**config.mk**
```make
export PLATFORM = sky130hd
export DESIGN_NAME = ym_mixer
export DESIGN_NICKNAME = d
export VERILOG_FILES = /design/src/rtl/spindash_pkg.sv /design/src/rtl/mix_saturate.sv /design/src/rtl/ym_mixer.sv
export SDC_FILE = /design/constraint.sdc
export NUM_CORES = 2
export LEC_CHECK = 0
export ABC_CLOCK_PERIOD_IN_PS = 11800
export CAP_MARGIN = 25
export CORE_MARGIN = 2
export CORE_UTILIZATION = 60
export CTS_CLUSTER_SIZE = 14
export DETAILED_ROUTE_END_ITERATION = 7
export GPL_ROUTABILITY_DRIVEN = 0
export GPL_TIMING_DRIVEN = 0
export PLACE_DENSITY = 0.8
export SETUP_SLACK_MARGIN = 0.3
export SYNTH_ARGS = -nofsm -noshare
export SYNTH_HDL_FRONTEND = slang
export SYNTH_SLANG_ARGS = --single-unit
```
**constraint.sdc**
```tcl
create_clock -name clk -period 11.8 [get_ports clk]
set_input_delay 2.36 -clock clk [delete_from_list [all_inputs] [get_ports clk]]
set_output_delay 2.36 -clock clk [all_outputs]
set_load 0.03 [all_outputs]
```
**src/rtl/spindash_pkg.sv**
```systemverilog
// Shared types and sizing helpers for the ym_mixer audio mixer.
// Holds the mixer state enum, the unity-gain constant and the accumulator width.
package spindash_pkg;

   typedef enum logic [1:0] {
      IDLE,
      CAPTURE,
      ACCUM,
      DONE
   } mix_state_t;

   // Gain value that leaves a sample unchanged after the final shift.
   function automatic int unity_gain(input int gain_width);
      return 1 << (gain_width - 1);
   endfunction

   // Full product width plus guard bits so summing every channel never wraps.
   function automatic int acc_width(input int in_width,
                                    input int gain_width,
                                    input int ch_count);
      return in_width + gain_width + 1 + $clog2(ch_count);
   endfunction

endpackage

```
**src/rtl/mix_saturate.sv**
```systemverilog
// Scales an accumulator down by the unity-gain shift and clamps it to the output range.
// Ports: acc (signed accumulator in), sat (clamped signed result), clip (clamp engaged).
module mix_saturate #(
   parameter int ACC_WIDTH = 28,
   parameter int SHIFT     = 7,
   parameter int OUT_WIDTH = 20
) (
   input  logic [ACC_WIDTH-1:0] acc,
   output logic [OUT_WIDTH-1:0] sat,
   output logic                 clip
);

   logic signed [ACC_WIDTH-1:0] shifted;

   // Arithmetic shift gives floor division by the unity gain.
   assign shifted = $signed(acc) >>> SHIFT;

   generate
      if (ACC_WIDTH > OUT_WIDTH) begin : g_sat
         logic [ACC_WIDTH-OUT_WIDTH:0] top;

         // Value fits only when every bit above the output sign bit matches it.
         assign top = shifted[ACC_WIDTH-1:OUT_WIDTH-1];

         always_comb begin
            clip = 1'b0;
            sat  = shifted[OUT_WIDTH-1:0];
            if (top != '0 && top != '1) begin
               clip = 1'b1;
               if (shifted[ACC_WIDTH-1])
                  sat = {1'b1, {(OUT_WIDTH-1){1'b0}}};
               else
                  sat = {1'b0, {(OUT_WIDTH-1){1'b1}}};
            end
         end
      end else begin : g_wide
         assign sat  = OUT_WIDTH'(shifted);
         assign clip = 1'b0;
      end
   endgenerate

endmodule

```
**src/rtl/ym_mixer.sv**
```systemverilog
// Multi-channel stereo mixer: on each sample_in rising edge, snapshots all voices and
// gains, sums sample*gain one channel per cycle, then scales and saturates the result.
// Ports: clk, rst (sync, active-high); snd_left_in/snd_right_in packed voices;
// sample_in mix trigger; cfg_wr/cfg_ch/cfg_side/cfg_data gain writes; clip_clr;
// mix_left/mix_right/mix_valid results; busy; clip_left/clip_right/overrun sticky flags.
module ym_mixer
   import spindash_pkg::*;
#(
   parameter int CH_COUNT   = 9,
   parameter int IN_WIDTH   = 16,
   parameter int GAIN_WIDTH = 8,
   parameter int OUT_WIDTH  = 20
) (
   input  logic                         clk,
   input  logic                         rst,
   input  logic [CH_COUNT*IN_WIDTH-1:0] snd_left_in,
   input  logic [CH_COUNT*IN_WIDTH-1:0] snd_right_in,
   input  logic                         sample_in,
   input  logic                         cfg_wr,
   input  logic [4:0]                   cfg_ch,
   input  logic                         cfg_side,
   input  logic [GAIN_WIDTH-1:0]        cfg_data,
   input  logic                         clip_clr,
   output logic [OUT_WIDTH-1:0]         mix_left,
   output logic [OUT_WIDTH-1:0]         mix_right,
   output logic                         mix_valid,
   output logic                         busy,
   output logic                         clip_left,
   output logic                         clip_right,
   output logic                         overrun
);

   localparam int PW = IN_WIDTH + GAIN_WIDTH + 1;
   localparam int AW = acc_width(IN_WIDTH, GAIN_WIDTH, CH_COUNT);
   localparam logic [GAIN_WIDTH-1:0] UNITY =
      GAIN_WIDTH'(unity_gain(GAIN_WIDTH));
   localparam logic [4:0] LAST   = 5'(CH_COUNT - 1);
   localparam logic [5:0] CH_LIM = 6'(CH_COUNT);

   mix_state_t state;
   mix_state_t state_nx;

   logic sample_q;
   logic edge_det;

   logic [CH_COUNT*GAIN_WIDTH-1:0] gain_l;
   logic [CH_COUNT*GAIN_WIDTH-1:0] gain_r;
   logic [CH_COUNT*GAIN_WIDTH-1:0] snap_gl;
   logic [CH_COUNT*GAIN_WIDTH-1:0] snap_gr;
   logic [CH_COUNT*IN_WIDTH-1:0]   snap_l;
   logic [CH_COUNT*IN_WIDTH-1:0]   snap_r;

   logic [4:0]                  idx;
   logic signed [AW-1:0]        acc_l;
   logic signed [AW-1:0]        acc_r;
   logic signed [IN_WIDTH-1:0]  smp_l;
   logic signed [IN_WIDTH-1:0]  smp_r;
   logic [GAIN_WIDTH-1:0]       g_l;
   logic [GAIN_WIDTH-1:0]       g_r;
   logic signed [PW-1:0]        prod_l;
   logic signed [PW-1:0]        prod_r;
   logic [OUT_WIDTH-1:0]        sat_l;
   logic [OUT_WIDTH-1:0]        sat_r;
   logic                        clip_l;
   logic                        clip_r;
   logic                        cfg_ok;

   assign edge_det = sample_in & ~sample_q;
   assign busy     = (state != IDLE);
   assign cfg_ok   = cfg_wr && ({1'b0, cfg_ch} < CH_LIM);

   // Current channel operands, taken from the snapshot so live inputs cannot
   // disturb a mix in progress.
   assign smp_l = $signed(snap_l[int'(idx)*IN_WIDTH +: IN_WIDTH]);
   assign smp_r = $signed(snap_r[int'(idx)*IN_WIDTH +: IN_WIDTH]);
   assign g_l   = snap_gl[int'(idx)*GAIN_WIDTH +: GAIN_WIDTH];
   assign g_r   = snap_gr[int'(idx)*GAIN_WIDTH +: GAIN_WIDTH];

   // Gain is unsigned: zero-extend before the signed multiply.
   assign prod_l = PW'(smp_l) * PW'($signed({1'b0, g_l}));
   assign prod_r = PW'(smp_r) * PW'($signed({1'b0, g_r}));

   always_ff @(posedge clk) begin
      if (rst)
         state <= IDLE;
      else
         state <= state_nx;
   end

   always_comb begin
      state_nx = state;
      unique case (state)
         IDLE:    if (edge_det) state_nx = CAPTURE;
         CAPTURE: state_nx = ACCUM;
         ACCUM:   if (idx == LAST) state_nx = DONE;
         DONE:    state_nx = IDLE;
      endcase
   end

   always_ff @(posedge clk) begin
      if (rst) begin
         sample_q   <= 1'b1;
         gain_l     <= {CH_COUNT{UNITY}};
         gain_r     <= {CH_COUNT{UNITY}};
         snap_gl    <= '0;
         snap_gr    <= '0;
         snap_l     <= '0;
         snap_r     <= '0;
         idx        <= '0;
         acc_l      <= '0;
         acc_r      <= '0;
         mix_left   <= '0;
         mix_right  <= '0;
         mix_valid  <= 1'b0;
         clip_left  <= 1'b0;
         clip_right <= 1'b0;
         overrun    <= 1'b0;
      end else begin
         sample_q  <= sample_in;
         mix_valid <= 1'b0;

         if (cfg_ok) begin
            if (cfg_side)
               gain_r[int'(cfg_ch)*GAIN_WIDTH +: GAIN_WIDTH] <= cfg_data;
            else
               gain_l[int'(cfg_ch)*GAIN_WIDTH +: GAIN_WIDTH] <= cfg_data;
         end

         // Snapshot sees the gain registers before any same-edge write.
         if (edge_det && state == IDLE) begin
            snap_l  <= snd_left_in;
            snap_r  <= snd_right_in;
            snap_gl <= gain_l;
            snap_gr <= gain_r;
         end

         if (state == CAPTURE) begin
            idx   <= '0;
            acc_l <= '0;
            acc_r <= '0;
         end

         if (state == ACCUM) begin
            acc_l <= acc_l + AW'(prod_l);
            acc_r <= acc_r + AW'(prod_r);
            idx   <= idx + 5'd1;
         end

         if (state == DONE) begin
            mix_left  <= sat_l;
            mix_right <= sat_r;
            mix_valid <= 1'b1;
         end

         // A new event outranks a same-cycle clear.
         clip_left  <= (state == DONE && clip_l) | (clip_left & ~clip_clr);
         clip_right <= (state == DONE && clip_r) | (clip_right & ~clip_clr);
         overrun    <= (edge_det && state != IDLE) | (overrun & ~clip_clr);
      end
   end

   mix_saturate #(
      .ACC_WIDTH (AW),
      .SHIFT     (GAIN_WIDTH - 1),
      .OUT_WIDTH (OUT_WIDTH)
   ) u_sat_left (
      .acc  (acc_l),
      .sat  (sat_l),
      .clip (clip_l)
   );

   mix_saturate #(
      .ACC_WIDTH (AW),
      .SHIFT     (GAIN_WIDTH - 1),
      .OUT_WIDTH (OUT_WIDTH)
   ) u_sat_right (
      .acc  (acc_r),
      .sat  (sat_r),
      .clip (clip_r)
   );

endmodule
```
==> impl_metrics.py <==
metrics = {
    "timing": {
        "fin_ws_ns": 3.66,
        "slew_viol_final": 0,
        "slew_headroom_pct": 25.8,
        "tns_ns": 0,
        "finalClockSkew_ns": 0.0477,
        "period_share_pct": 69.0,
        "finalHoldViolCount": 0,
        "grt_setup_unrepaired": "no",
        "tightest_slew_ns": 1.11,
        "setup_viol": 0,
        "timing.hold.ws_ns": 0.451,
        "max_freq_mhz": 123,
        "min_period_ns": 8.14,
    },
    "drt": {
        "finalWirelength_um": 128000,
        "vias": 35400,
        "via_per_inst": 5.88,
        "drt_first_iter_violations": 3743,
        "wl_per_cell_um": 21.4,
        "drc": 0,
        "dr.pass1.iters": 8,
        "ant_nets": 0,
    },
    "yosys": {
        "synth.area.top_cells": "dfxtp_1 (35%), fa_1 (13%), nand2_1 (10%), a21oi_1 (7.4%), mux4_2 (5.3%)",
        "ys.warnings.count": 0,
        "synthCells": 4665,
        "yosysTopAreaCellShare_pct": 34.7,
        "synth_edf_count": 0,
        "synth_area_sq_mm": 0.0396,
        "yosysMostFrequentCell": "nand2_1",
        "synth_cell_type_count": 79,
        "synth_nets": 5364,
        "syn_avg_cell_area_sq_um": 8.49,
        "async_flop_share_pct": 0,
        "ys_seq_elements": 686,
        "synth_commonest_cells": "nand2_1 (1070), dfxtp_1 (686), a21oi_1 (585)",
        "synth_area_leader_cell": "dfxtp_1",
        "ys.flop_type": "dfxtp_1",
        "ys_seq_area_share_pct": 34.7,
    },
    "pwr": {
        "seqPwrFrac_pct": 44.8,
        "clockPowerShare_pct": 42.8,
        "ir_worst_vdd_mv": 0.0976,
        "p_per_area_mw_per_mm2": 117,
        "power_frac_comb_pct": 12.4,
        "leakage_nw": 18.8,
        "swShare_pct": 27.4,
        "total_power_mw": 5.44,
        "p_int_mw": 3.95,
        "p_switching_mw": 1.49,
    },
    "grt": {
        "antenna_found_initial": 6,
        "track_usage_pct": 37.2,
        "overflow": 0,
        "grt_max_degree": 15,
        "first_global_vias": 34400,
        "grt_first_pass_wirelength_um": 193000,
    },
    "finish": {
        "multi_input_area_sq_mm": 0.0231,
        "synthToLayoutAreaGrowth_pct": 17.7,
        "final_cells": 6010,
        "n_fill_cell": 5011,
        "utilization_pct": 71.2,
        "drive_gt1_share_pct": 6.29,
        "nNetsFinal": 5792,
        "seqCellArea_sq_mm": 0.0137,
        "design_area_sq_mm": 0.0466,
    },
    "placed_design": {
        "dp_hpwl_um": 100000,
        "place_ws_ns": 3.92,
        "port_buffers": 350,
        "dp.cells": 5879,
        "dpl_cell_area_sq_mm": 0.0442,
    },
    "setup_path": {
        "arrival_ns": 8.67,
        "max_stage_delay_ns": 0.56,
        "worst-setup-path-type": "reg -> reg",
        "worstSetupStartpointType": "flop",
        "end_kind": "flop",
        "cp_slowest_cell": "fa_1",
        "critPathRequiredTime_ns": 12.33,
        "critPathMaxFanout": 10,
        "worstPathCellList": "buf_4 > buf_2 > buf_2 > mux4_2 > mux2i_1 > nor2_1 > a21oi_1 > buf_2 > nor2_1 > fa_1 > fa_1 > fa_1 > fa_1 > inv_1 > fa_1 > inv_1 > ha_1 > clkbuf_1 > and4_1 > o311ai_0 > a21boi_0 > nor2_1 > or3_1 > a31oi_1",
        "cpMostUsedCell": "fa_1",
    },
    "clocking": {
        "cts-resized-gates": 0,
        "htree_levels": 3,
        "cts_root_buf": "clkbuf_16",
        "ctsLongestPathBuffers": 3,
        "hold_buffers": 0,
        "cts_tree": "yes",
        "cts_sinks": 686,
        "cts_setup_buffers": 0,
        "clk_pin_slew_ns": 0.06,
        "clock_latency_ns": 0.66,
        "cts_buffers": 72,
    },
    "die": {
        "fp.dieArea_sq_mm": 0.0681,
        "dieWidth_um": 261,
        "core_area_sq_mm": 0.0655,
        "chipHeight_um": 261,
        "rows": 94,
        "pin_count": 352,
        "initial_core_util_pct": 60.4,
    },
    "run_status": {
        "outcome": "completed",
    },
    "job": {
        "maxCapViolCount": 0,
    },
    "worst_hold_path": {
        "min_path_type": "reg -> reg",
    },
}
==> routing by layer <==
layer	global-route usage, %	vias up	wire [um]
met2	59.4	2108	58400
met5	0	-	22
li1	-	16000	-
met4	21.7	4	8040
met1	46.5	16800	48000
met3	8.40	485	14000
==> critical path, delay by kind of cell, from the launching register on <==
kind	cells	cell delay, ns
buffers and inverters	7	1.97
multiplexers	2	0.76
adder cells (fa/ha/maj)	6	2.69
AND/OR/NAND/NOR	5	1.02
AO/OA/AOI/OAI	4	1.23
flip-flops	1	0.33
==> power by group through the flow <==
| stage | clock network [mW] | logic, mW | registers, mW |
|---|---|---|---|
| finish | 2.33 | 0.675 | 2.44 |
| global route | 2.41 | 0.706 | 2.44 |
| CTS | 2.31 | 0.650 | 2.43 |
| detailed placement | 0 | 0.646 | 2.48 |
| global placement | 0 | 0.638 | 2.48 |
| floorplan | 0 | 0.342 | 2.47 |
==> state kept, by name (all words and copies together) (netlist names), 5 cells and up <==
register   flops
snap_gr       72
idx            5
snap_gl       72
mix_right     20
mix_left      20
snap_r       144
snap_l       144
acc_r         29
gain_r        72
acc_l         29
gain_l        72
==> logic make-up (layout without fill, tap and decap cells) <==
logic type               after synthesis  count (layout)  share of synthesized area [%]
XOR/XNOR                              46              46                           1.02
other                                  0               8                              0
AND/OR/NAND/NOR                     1770            1770                           19.0
buffers and inverters                688            1161                           7.05
multiplexers                         226             226                           8.77
adder cells (fa/ha/maj)              392             392                           17.3
AO/OA/AOI/OAI                        857             857                           12.2
flip-flops                           686             686                           34.7
==> placed cells by master, fill, tap and decap left out, types with 72 or more instances in the layout <==
master           count
nand2_1           1070
dfxtp_1            686
a21oi_1            585
inv_1              407
nor2_1             350
clkdlybuf4s50_1    350
fa_1               258
clkbuf_1           232
ha_1               134
mux2i_1            129
o21ai_0            118
nand2b_1           116
mux4_2              94
clkbuf_16           72
==> worst paths after layout <==
kind	endpoint	slack [ns]	start	cells after the start
setup reg to reg	acc_l[27]	3.66	idx[1]	24
hold / removal	clip_right	0.45	clip_right	2
setup / recovery	acc_l[27]	3.66	idx[1]	24
hold reg to reg	clip_right	0.45	clip_right	2
==> final cells by class <==
class,instances,area share (%)
Tap cell,864,2.32
Clock buffer,93,4.21
Antenna cell,8,0.0429
Clock inverter,26,0.880
Buffer,281,2.71
Inverter,407,3.28
Multi-Input combinational cell,3291,49.5
Sequential cell,686,29.5
Timing Repair Buffer,354,7.62
Note: power is estimated with default switching activity, not from simulation.
